**config.mk**
```make
export PLATFORM = sky130hd
export DESIGN_NAME = idli_sqi_arb_m
export DESIGN_NICKNAME = d
export VERILOG_FILES = /design/src/rtl/idli_sqi_arb_m.sv
export SDC_FILE = /design/constraint.sdc
export NUM_CORES = 1
export LEC_CHECK = 0
export CAP_MARGIN = 10
export CORE_MARGIN = 5
export CORE_UTILIZATION = 40
export DETAILED_ROUTE_END_ITERATION = 10
export PLACE_DENSITY = 0.72
export SYNTH_ARGS = -nofsm -noshare
export SYNTH_HDL_FRONTEND = slang
export SYNTH_SLANG_ARGS = --single-unit
```
**constraint.sdc**
```tcl
create_clock -name i_arb_gck -period 3.9 [get_ports i_arb_gck]
set_input_delay 0.585 -clock i_arb_gck [delete_from_list [all_inputs] [get_ports i_arb_gck]]
set_output_delay 0.585 -clock i_arb_gck [all_outputs]
set_load 0.02 [all_outputs]
```
**src/rtl/idli_sqi_arb_m.sv**
```systemverilog
// Two-requester round-robin arbiter driving a single SQI (quad-SPI) memory port.
// One transaction: command byte, 16-bit address, optional read dummy cycles, 16-bit data.
package idli_sqi_arb_pkg;
   typedef logic [3:0] sqi_data_t;
endpackage

module idli_sqi_arb_m
   import idli_sqi_arb_pkg::*;
#(
   parameter logic [7:0] CMD_RD    = 8'h03,
   parameter logic [7:0] CMD_WR    = 8'h02,
   parameter int         DUMMY_CYC = 2
) (
   input  logic             i_arb_gck,
   input  logic             i_arb_rst_n,
   input  logic [1:0]       i_arb_req,
   input  logic [1:0]       i_arb_wr,
   input  logic [1:0][15:0] i_arb_addr,
   input  logic [1:0][15:0] i_arb_wdata,
   output logic [1:0]       o_arb_gnt,
   output logic [1:0]       o_arb_done,
   output logic [15:0]      o_arb_rdata,
   output logic             o_arb_cs,
   output logic             o_arb_sio_oe,
   output sqi_data_t        o_arb_sio,
   input  sqi_data_t        i_arb_sio
);

   typedef enum logic [2:0] {IDLE, CMD, ADDR, DUMMY, DATA, END} state_t;

   localparam logic [1:0] DUMMY_LAST = 2'(DUMMY_CYC - 1);

   state_t      state, state_nx;
   logic [1:0]  cnt, cnt_nx;
   logic [1:0]  gnt_q;
   logic        last_q;
   logic        wr_q;
   logic        win;
   logic [15:0] addr_q;
   logic [15:0] wdata_q;
   logic [15:0] rdata_q;
   logic [7:0]  cmd_byte;

   function automatic sqi_data_t nib_sel(input logic [15:0] w, input logic [1:0] idx);
      case (idx)
         2'd0:    return w[15:12];
         2'd1:    return w[11:8];
         2'd2:    return w[7:4];
         default: return w[3:0];
      endcase
   endfunction

   // On a tie the requester that did not win last time gets the bus
   always_comb begin
      if (i_arb_req == 2'b11) win = ~last_q;
      else                    win = i_arb_req[1];
   end

   assign cmd_byte = wr_q ? CMD_WR : CMD_RD;

   always_ff @(posedge i_arb_gck or negedge i_arb_rst_n) begin
      if (!i_arb_rst_n) begin
         state   <= IDLE;
         cnt     <= 2'd0;
         gnt_q   <= 2'b00;
         last_q  <= 1'b1;
         wr_q    <= 1'b0;
         rdata_q <= 16'h0000;
      end else begin
         state <= state_nx;
         cnt   <= cnt_nx;
         if (state == IDLE && |i_arb_req) begin
            gnt_q  <= win ? 2'b10 : 2'b01;
            last_q <= win;
            wr_q   <= i_arb_wr[win];
         end else if (state == END) begin
            gnt_q <= 2'b00;
         end
         if (state == DATA && !wr_q) begin
            case (cnt)
               2'd0:    rdata_q[15:12] <= i_arb_sio;
               2'd1:    rdata_q[11:8]  <= i_arb_sio;
               2'd2:    rdata_q[7:4]   <= i_arb_sio;
               default: rdata_q[3:0]   <= i_arb_sio;
            endcase
         end
      end
   end

   // Winner's address and write data are captured once so requesters may change them freely
   always_ff @(posedge i_arb_gck) begin
      if (state == IDLE && |i_arb_req) begin
         addr_q  <= i_arb_addr[win];
         wdata_q <= i_arb_wdata[win];
      end
   end

   always_comb begin
      state_nx     = state;
      cnt_nx       = cnt + 2'd1;
      o_arb_cs     = 1'b1;
      o_arb_sio_oe = 1'b0;
      o_arb_sio    = 4'h0;
      unique case (state)
         IDLE: begin
            cnt_nx = 2'd0;
            if (|i_arb_req) state_nx = CMD;
         end
         CMD: begin
            o_arb_cs     = 1'b0;
            o_arb_sio_oe = 1'b1;
            o_arb_sio    = nib_sel({cmd_byte, 8'h00}, cnt);
            if (cnt == 2'd1) begin
               state_nx = ADDR;
               cnt_nx   = 2'd0;
            end
         end
         ADDR: begin
            o_arb_cs     = 1'b0;
            o_arb_sio_oe = 1'b1;
            o_arb_sio    = nib_sel(addr_q, cnt);
            if (cnt == 2'd3) begin
               cnt_nx   = 2'd0;
               state_nx = (wr_q || DUMMY_CYC == 0) ? DATA : DUMMY;
            end
         end
         DUMMY: begin
            o_arb_cs = 1'b0;
            if (cnt == DUMMY_LAST) begin
               state_nx = DATA;
               cnt_nx   = 2'd0;
            end
         end
         DATA: begin
            o_arb_cs     = 1'b0;
            o_arb_sio_oe = wr_q;
            o_arb_sio    = wr_q ? nib_sel(wdata_q, cnt) : 4'h0;
            if (cnt == 2'd3) begin
               state_nx = END;
               cnt_nx   = 2'd0;
            end
         end
         END: begin
            state_nx = IDLE;
            cnt_nx   = 2'd0;
         end
         default: begin
            state_nx = IDLE;
            cnt_nx   = 2'd0;
         end
      endcase
   end

   assign o_arb_gnt   = gnt_q;
   assign o_arb_done  = (state == END) ? gnt_q : 2'b00;
   assign o_arb_rdata = rdata_q;

endmodule

```
[Word level (Yosys, flattened, before mapping)]
Index checks and enable logic that the tools add are counted.
Cells by class
  equality and inequality tests: 14
  $add $sub $neg: 1
  bitwise gates (word level): 2
  reduce and logical (&&, ||, !) cells: 17
  magnitude comparators: 1
  multiplexer cells: 29
Operator list (count)
  2-to-1 mux 16 bit: 4
  one-hot mux 4 bit (3 select lines): 3
  2-to-1 mux 3 bit: 6
  one-hot mux 3 bit (5 select lines): 1
  2-to-1 mux 2 bit: 6
  one-hot mux 2 bit (2 select lines): 2
  AND reduction 2 bit: 4
  OR reduction 2 bit: 4
  equality test 2 bit (second input constant): 3
  equality test 3 x 2 -> 1 bit (second input constant): 2
  equality test 3 bit (second input constant): 2
  inequality test 2 bit (second input constant): 3
  2-to-1 mux 1 bit: 5
  AND reduction 5 bit: 1
  2-to-1 mux 4 bit: 1
  inequality test 2 x 1 -> 1 bit (second input constant): 2
  OR reduction 4 bit: 1
  equality test 3 x 1 -> 1 bit (second input constant): 1
  zero test 3 bit: 1
  OR reduction 3 bit: 1
  adder 2 x 1 -> 2 bit (second input constant): 1
  equality test 2 x 1 -> 1 bit (second input constant): 1
  logical AND 1 bit: 2
  zero test 2 bit: 1
  5 further kinds: 6
Word-level totals
  register bits: 57
  bits of input ports: 74

[Logic depth before layout (Yosys ltp)]
Gate-level depths: netlist (run 1).
  depth after elaboration: 4
  gate-level depth with buffers: 6

[Least setup slack after synthesis (run 1)]
OpenSTA, ideal clock, no wires.
  path kind: reg2reg
  start point: register state[1]
  end point: register addr_q[0], enable pin
  setup time: 0.422 ns
  arrival: 2.366 ns
  stages on the path, launching flop included: 4
  path slack: 1.113 ns
  period minus slack after synthesis: 2.787 ns
  cell sequence: dfrtp_1 -> buf_4 -> or3_4 -> nor2_1
Between the ends
  cells in the longest elaborated chain, start to end: 2
RTL lines
  start, declared: RTL line 33  | state_t state, state_nx;
  start signal, assigned: RTL line 70  | state <= state_nx;
  zero test 3 bit: RTL line 92  | if (state == IDLE && |i_arb_req) begin
  logical AND 1 bit: RTL line 92
  end signal, assigned: RTL line 93  | addr_q <= i_arb_addr[win];
  end, declared: RTL line 39  | logic [15:0] addr_q;
No other way between the ends.
A chain may end at the register's enable or synchronous reset.

[Final worst setup path (run 1)]
  start point: register cnt[0]
  end point: output port o_arb_sio[1]
Between the ends
  cells in the longest elaborated chain, start to end: 4
  elaborated cells between the ends (all ways): 8
RTL lines
  start, declared: RTL line 34  | logic [1:0] cnt, cnt_nx;
  start signal, assigned: RTL line 71  | cnt <= cnt_nx;
  equality test 2 bit (tied with other cells): RTL line 45  | case (idx)
  one-hot mux 4 bit (3 select lines): RTL line 45
  2-to-1 mux 4 bit: RTL line 137  | o_arb_sio = wr_q ? nib_sel(wdata_q, cnt) : 4'h0;
  one-hot mux 4 bit (3 select lines) (*): RTL line 104  | unique case (state)
  end, declared: RTL line 25  | output sqi_data_t o_arb_sio,
Every way passes the cells marked *; elsewhere a longest branch is shown, timed or not.

==> results.yml, run 1 <==
global_routing:
  grt_antenna_before_repair: 0
  grt_first_pass_wirelength_um: 10600
  gr-total-overflow: 0
  grt_pass1_vias: 2215
  grt.total_usage_pct: 15.3
  grt_max_degree: 36
clock_tree:
  cts_max_path_buffers: 2
  postCtsSetupRepairBufs: 0
  cts-resized-gates: 0
  ctsHoldBuffers: 0
  cts_tree: "built"
  cts_sinks: 57
  path_clk_slew_ns: 0.06
  cts_root_buf: "clkbuf_8"
  insertion_delay_ns: 0.33
  numCtsBuffers: 9
  ctsHtreeMaxLevel: 3
drt:
  wirelength_um: 6390
  drc: 0
  wl_per_cell_um: 15.5
  firstDrtPassIters: 5
  viasPerCell: 5.05
  vias: 2081
  ant_nets: 0
  drtIter0Drc: 90
setup_path:
  critical_path.max_fanout: 13
  critPathCaptureType: "output port"
  r2r-end: "wdata_q[3]"
  critical_path_arrival_ns: 2.56
  startpoint_type: "flip-flop"
  r2r-start: "state[0]"
  worstPathRequired_ns: 3.31
  worstSetupPathType: "reg2out"
  regToRegSetupSlack_ns: 2.00
  ff2ff_path_depth: 3
  startpoint: "cnt[0]"
placed_design:
  dp.cells: 395
  dp_hpwl_um: 4680
  port_buffers: 99
  placed_area_mm2: 0.00389
  gp_congestion: 0.838
synth:
  syn_inst: 211
  synthDominantCellAreaShare_pct: 33.8
  syn_area_mm2: 0.00285
  synth_area_leaders: "edfxtp_1, dfrtp_1, mux2_2, a222oi_1, nor2b_1"
  ys.flop_type: "edfxtp_1"
  synth_cell_types: 44
  synth_area_leader_cell: "edfxtp_1"
  synth.ff_latch_count: 57
  syn_nets: 289
  async_flop_share_pct: 43.9
  seq_area_frac_synth_pct: 55.8
  yosysWarnings: 0
  synth.avg_cell_area_um2: 13.5
  synth-edff-count: 32
layout:
  final_nets: 389
  syn_to_final_growth_pct: 45.9
  nFillCells: 578
  final_cells: 412
  num_antenna_cells: 0
  drive_gt1_share_pct: 22.5
  final_area_mm2: 0.00415
floorplanning:
  chipWidth_um: 94.4
  ios: 100
  start_util_pct: 41.4
  die_h_um: 94.4
  rows: 30
  core_area_mm2: 0.00687
  dieArea_mm2: 0.00890
hold_path:
  min_path_type: "reg2reg"
  whs_path_depth: 1
  hp-start: "o_arb_rdata[5]"
  min_to: "o_arb_rdata[5]"
timing:
  whs_ns: 0.487
  clock_skew_ns: 0.00665
  min_period_ns: 3.15
  slew_viol_final: 0
  rsz0062_at_grt: "false"
  timing.fmax_mhz: 318
  slew-limit-headroom_pct: 31.3
  finalHoldViolCount: 0
  worstMarginPinSlew_ns: 1.03
  finalSetupViolations: 0
  tns_ns: 0
  final.period_utilization_pct: 80.7
run:
  maxCapViolCount: 0
power_and_ir_drop:
  p_leak_nw: 1.56
  powerDensity_mw_per_mm2: 651
  peakVddDrop_v: 0.000264
status:
  outcome: "finished clean"
-- cells in the final DEF, fill, tap and decap left out, types with 2 or more instances in the layout --
cell              n
edfxtp_1         32
o21ai_0           4
and3_1            3
a211o_1           2
mux2_2           47
clkbuf_8         10
a211oi_1          2
inv_1             5
dfrtp_1          24
nor2_1            6
a222oi_1          8
nand2b_1          4
a21oi_1           9
clkbuf_16         2
a32o_1            2
nand2_1          11
clkdlybuf4s50_1  99
nor3_1            2
ha_1              4
nor2b_1          10
-- power breakdown --
group          leakage (nW)  total [W]  switching, W  internal [W]
Combinational         0.850    0.00105      0.000511      0.000541
Clock                 0.120   0.000619      0.000230      0.000390
Sequential            0.592    0.00103      0.000163      0.000872
Total                  1.56    0.00271      0.000903       0.00180
-- worst max path at each step --
| stage | end | slack (ns) |
|---|---|---|
| after floorplan | addr_q[0] | 1.11 |
| after global placement | o_arb_sio[1] | 1.20 |
| after detailed placement | o_arb_sio[1] | 1.09 |
| after CTS | o_arb_sio[1] | 0.73 |
| after global routing | o_arb_sio[1] | 0.58 |
| final | o_arb_sio[1] | 0.75 |
-- sequential cells by signal (all words and copies together), names as in the netlist --
signal / cells
wdata_q: 16
cnt: 2
addr_q: 16
last_q: 1
state: 3
o_arb_gnt: 2
wr_q: 1
o_arb_rdata: 16
-- kinds of logic after synthesis --
logic type | synth area share [%]
XOR/XNOR | 0.308
AND/OR/NAND/NOR | 9.10
flip-flops | 55.8
adder cells (fa/ha/maj) | 1.76
buffers and inverters | 3.65
multiplexers | 19.0
AO/OA/AOI/OAI | 10.4
-- synthesized netlist by cell type (3+ instances only) --
cell,instances
a21oi_1,9
buf_2,5
nor2b_1,10
dfrtp_1,24
nor2_1,7
buf_6,3
o21ai_0,4
nand2b_1,4
nand2_1,11
inv_1,5
ha_1,4
a222oi_1,8
mux2_2,47
edfxtp_1,32
and3_1,3
-- worst max-delay path, stage by stage (launching register included) --
cell             delay, ns
dfrtp_1               0.39
ha_1                  0.44
clkinv_1              0.34
a211oi_1              0.29
a211o_1               0.16
clkdlybuf4s50_1       0.61
-- layer usage --
| layer | global-route usage, % | share of wire (%) |
|---|---|---|
| met1 | 18.1 | 40 |
| met2 | 25.0 | 49 |
| met3 | 6.37 | 9.4 |
| met4 | 5.42 | 1.5 |
| met5 | 0 | 0 |
-- per-stage QoR --
step	worst slack (ns)	total power [W]	util (%)
floorplan	1.11	0.00169	-
global placement	1.20	0.00209	56.7
detailed placement	1.09	0.00210	56.7
CTS	0.731	0.00273	60.1
global route	0.576	0.00288	60.5
finish	0.754	0.00271	60.5
-- area by class of cell --
type	instances	area, um2	share of cell area, %
Sequential cell	57	1590	38.2
Multi-Input combinational cell	136	1160	28.0
Tap cell	96	120	2.89
Inverter	6	22.5	0.542
Timing Repair Buffer	101	1030	24.7
Clock inverter	3	41.3	0.994
Clock buffer	13	191	4.61
Power figures use the tool's default switching activity.
==> run 2, diff against run 1 <==
==> constraint.sdc (replaced) <==
create_clock -name i_arb_gck -period 3.08 [get_ports i_arb_gck]
set_input_delay 0.462 -clock i_arb_gck [delete_from_list [all_inputs] [get_ports i_arb_gck]]
set_output_delay 0.462 -clock i_arb_gck [all_outputs]
set_load 0.02 [all_outputs]
==> results.yml, run 2 (synthesized netlist as in run 1, its figures left out) <==
global_routing:
  grt_max_degree: 36
  grt.total_usage_pct: 14.8
  grt_antenna_before_repair: 0
  gr-total-overflow: 0
  grt_pass1_vias: 2117
  grt_first_pass_wirelength_um: 10000
floorplanning:
  ios: 100
  dieArea_mm2: 0.00890
  rows: 30
  chipWidth_um: 94.4
  die_h_um: 94.4
  start_util_pct: 41.4
  core_area_mm2: 0.00687
timing:
  finalHoldViolCount: 0
  tns_ns: 0
  finalSetupViolations: 0
  timing.fmax_mhz: 349
  clock_skew_ns: 0.00874
  setup_ws_ns: 0.215
  min_period_ns: 2.86
  slew_viol_final: 0
  worstMarginPinSlew_ns: 0.451
  final.period_utilization_pct: 93.0
  rsz0062_at_grt: "false"
  slew-limit-headroom_pct: 69.7
clock_tree:
  cts_sinks: 57
  cts-resized-gates: 0
  ctsHoldBuffers: 0
  insertion_delay_ns: 0.32
  numCtsBuffers: 9
  path_clk_slew_ns: 0.06
  cts_max_path_buffers: 2
  cts_root_buf: "clkbuf_8"
  cts_tree: "built"
  postCtsSetupRepairBufs: 0
  ctsHtreeMaxLevel: 3
layout:
  final_cell_mix: "clkdlybuf4s50_1, mux2_2, edfxtp_1"
  final_common_cell: "clkdlybuf4s50_1"
  syn_to_final_growth_pct: 44.7
  num_antenna_cells: 0
  drive_gt1_share_pct: 24.1
  nFillCells: 578
  final_nets: 392
setup_path:
  critPathCaptureType: "output port"
  worstPathRequired_ns: 2.62
  startpoint: "cnt[0]"
  critical_path.max_fanout: 10
  r2r-start: "state[2]"
  worstSetupPathType: "reg2out"
  critical_path_arrival_ns: 2.40
  startpoint_type: "flip-flop"
drt:
  firstDrtPassIters: 5
  vias: 2063
  wirelength_um: 6170
  wl_per_cell_um: 14.9
  drc: 0
  viasPerCell: 4.97
  drtIter0Drc: 87
  ant_nets: 0
power_and_ir_drop:
  powerDensity_mw_per_mm2: 799
  switching_share_pct: 34.1
  peakVddDrop_v: 0.000275
  clkPwrFrac_pct: 19.3
  p_int_w: 0.00217
  power_switching_w: 0.00112
  p_leak_nw: 1.54
  comb_power_share_pct: 42.0
  seqPwrFrac_pct: 38.8
placed_design:
  gp_congestion: 0.811
  pre_cts_ws_ns: 0.423
  dp_hpwl_um: 4660
  port_buffers: 99
hold_path:
  min_path_type: "reg2reg"
  hp-start: "o_arb_rdata[5]"
run:
  maxCapViolCount: 0
status:
  outcome: "finished clean"
## run 2: final timing paths
kind	endpoint	slack, ns	depth (start not counted)
min	o_arb_rdata[5]	0.50	1
min reg2reg	o_arb_rdata[5]	0.50	1
min in group asynchronous	state[2]	0.51	2
max	o_arb_sio[0]	0.22	6
max reg2reg	wdata_q[4]	1.25	4
max in group asynchronous	last_q	2.29	2
## run 2: power groups by stage
stage	Sequential (W)	Combinational [W]	Clock, W
final	0.00128	0.00138	0.000634
after global routing	0.00131	0.00150	0.000688
after CTS	0.00128	0.00139	0.000650
after detailed placement	0.00129	0.00139	0
after global placement	0.00129	0.00135	0
after floorplan	0.00134	0.000799	0
## run 2: metal layers
| layer | track usage (%) | vias to the layer above | share of wire [%] |
|---|---|---|---|
| met3 | 4.78 | 2 | 7.6 |
| met4 | 6.86 | 0 | 0.55 |
| met1 | 18.2 | 972 | 43 |
| li1 | - | 1010 | - |
| met2 | 23.6 | 79 | 49 |
| met5 | 0 | - | 0 |
## run 2: worst max-delay path, stage by stage, from the launching register on
cell and delay [ns]:
dfrtp_1 0.40, inv_1 0.09, ha_2 0.26, a222oi_1 0.36, a21oi_1 0.11, a211o_1 0.32, clkdlybuf4s50_1 0.54
## run 2: layout make-up
class                           count  area [um2]  share of cell area (%)
Clock inverter                      2        13.8                   0.334
Multi-Input combinational cell    136        1170                    28.5
Clock buffer                       14         173                    4.19
Tap cell                           96         120                    2.92
Inverter                            6        22.5                   0.547
Sequential cell                    57        1590                    38.5
Timing Repair Buffer              104        1030                    25.0
## run 2: stage by stage
step	util (%)	hold WS (ns)	cells	cell area [um2]	total power [W]
final	60.0	0.495	415	4120	0.00329
after global routing	60.0	0.523	415	4120	0.00350
after CTS	59.8	0.496	415	4110	0.00332
after detailed placement	57.1	0.481	399	3920	0.00268
after global placement	57.1	0.466	399	3920	0.00264
after floorplan	-	0.166	211	2850	0.00213
==> run 3, diff against run 2 <==
--- a/config.mk
+++ b/config.mk
@@ -7,9 +7,11 @@
 export LEC_CHECK = 0
 export CAP_MARGIN = 10
 export CORE_MARGIN = 5
-export CORE_UTILIZATION = 40
+export CORE_UTILIZATION = 43
 export DETAILED_ROUTE_END_ITERATION = 10
-export PLACE_DENSITY = 0.72
+export GPL_TIMING_DRIVEN = 0
+export PLACE_DENSITY = 0.77
+export REMOVE_ABC_BUFFERS = 1
 export SYNTH_ARGS = -nofsm -noshare
 export SYNTH_HDL_FRONTEND = slang
 export SYNTH_SLANG_ARGS = --single-unit
==> results.yml, run 3 (synthesized netlist as in run 1, its figures left out) <==
power_and_ir_drop:
  seqPwrFrac_pct: 38.4
  powerDensity_mw_per_mm2: 816
  switching_share_pct: 33.7
  p_int_w: 0.00224
  p_leak_nw: 1.56
  comb_power_share_pct: 41.1
  clkPwrFrac_pct: 20.5
  peakVddDrop_v: 0.000440
  power_switching_w: 0.00114
layout:
  num_antenna_cells: 0
  final_cell_mix: "clkdlybuf4s50_1, mux2_2, edfxtp_1"
  final_nets: 390
  final_area_mm2: 0.00415
  syn_to_final_growth_pct: 45.8
  final_common_cell: "clkdlybuf4s50_1"
  drive_gt1_share_pct: 23.3
  nFillCells: 485
  final_cells: 394
floorplanning:
  core_area_mm2: 0.00639
  die_h_um: 91.4
  ios: 100
  chipWidth_um: 91.4
  dieArea_mm2: 0.00835
  rows: 29
  start_util_pct: 44.6
hold_path:
  min_path_type: "in2async"
clock_tree:
  numCtsBuffers: 9
  cts_max_path_buffers: 2
  cts_root_buf: "clkbuf_8"
  insertion_delay_ns: 0.34
  cts_tree: "built"
  cts_sinks: 57
  postCtsSetupRepairBufs: 0
  ctsHoldBuffers: 0
  path_clk_slew_ns: 0.06
  ctsHtreeMaxLevel: 3
timing:
  min_period_ns: 2.89
  slew_viol_final: 0
  finalHoldViolCount: 0
  rsz0062_at_grt: "false"
  final.period_utilization_pct: 93.7
  worstMarginPinSlew_ns: 0.693
  tns_ns: 0
  finalSetupViolations: 0
  clock_skew_ns: 0.0125
  timing.fmax_mhz: 346
  slew-limit-headroom_pct: 53.8
placed_design:
  port_buffers: 99
  dp_hpwl_um: 4530
  gp_congestion: 0.742
  dp.cells: 377
  placed_area_mm2: 0.00391
status:
  outcome: "finished clean"
setup_path:
  critical_path.max_fanout: 10
  critical_path_arrival_ns: 2.42
  critPathCaptureType: "output port"
  startpoint_type: "flip-flop"
  worstSetupPathType: "reg2out"
  worstPathRequired_ns: 2.62
drt:
  drc: 0
  wirelength_um: 6310
  ant_nets: 0
  firstDrtPassIters: 4
  wl_per_cell_um: 16.0
  vias: 2050
  viasPerCell: 5.20
  drtIter0Drc: 86
global_routing:
  grt.total_usage_pct: 15.3
  grt_first_pass_wirelength_um: 10200
  grt_max_degree: 33
  grt_antenna_before_repair: 0
  grt_pass1_vias: 2226
  gr-total-overflow: 0
run:
  maxCapViolCount: 0
[run 3: changes by cell type in the layout (fill, tap and decap cells not counted), sizes merged]
cell,previous run,this run
bufinv,0,1
clkinv,3,1
clkinvlp,0,1
dlymetal6s2s,0,1
clkdlybuf4s50,99,98
buf,5,3
[run 3: metal layers]
layer / global-route usage [%] / vias to the layer above / wire length, um
li1: - / 1005 / -
met1: 17.2 / 963 / 2650
met2: 25.3 / 76 / 3000
met3: 7.11 / 6 / 593
met4: 5.87 / 0 / 73
met5: 0 / - / 0
[run 3: final timing paths]
check                                from              to  slack, ns  cells past startpoint
setup / recovery                   cnt[0]    o_arb_sio[0]       0.19                      6
min in group i_arb_gck     o_arb_rdata[5]  o_arb_rdata[5]       0.49                      1
hold reg to reg            o_arb_rdata[5]  o_arb_rdata[5]       0.49                      1
hold / removal                i_arb_rst_n            wr_q       0.42                      1
max in group asynchronous     i_arb_rst_n  o_arb_rdata[1]       2.25                      2
setup reg to reg                 state[0]     wdata_q[11]       0.91                      3
[run 3: area by class of cell]
class                   instances  area [um2]  share of cell area [%]
flip-flops and latches         57        1590                    38.3
multi-input cells             136        1170                    28.3
repair buffers                102        1070                    25.7
clock buffers                  14         163                    3.92
well taps                      77        96.3                    2.32
clock inverters                 2        37.5                   0.904
inverters                       6        22.5                   0.543
[run 3: repair_timing]
| action | in CTS | in global routing |
|---|---|---|
| pin swaps | 0 | 1 |
| resized for setup | 2 | 3 |
| setup endpoints to repair | 2 | 3 |
[run 3: worst max-delay path, cell delays in order (launching register included)]
cell	delay, ns
dfrtp_1	0.40
inv_1	0.09
ha_2	0.28
a222oi_1	0.36
a21oi_1	0.12
a211o_1	0.29
clkdlybuf4s50_1	0.56
[run 3: power by group through the flow]
stage	Sequential [W]	Combinational (W)	Clock [W]
after detailed placement	0.00131	0.00139	0
after CTS	0.00130	0.00141	0.000710
after global routing	0.00134	0.00152	0.000747
after global placement	0.00131	0.00132	0
after floorplan	0.00138	0.000701	0
final	0.00130	0.00139	0.000694
[run 3: metrics by stage]
stage / hold slack [ns] / setup slack [ns] / total power, W / util (%)
6_report: 0.416 / 0.193 / 0.00339 / 65.0
4_1_cts: 0.495 / 0.0113 / 0.00342 / 64.4
3_5_place_dp: 0.481 / 0.333 / 0.00270 / 61.2
2_1_floorplan: 0.166 / 0.316 / 0.00208 / -
5_1_grt: 0.418 / 0.00608 / 0.00360 / 65.0
3_3_place_gp: 0.472 / -0.228 / 0.00263 / 60.3
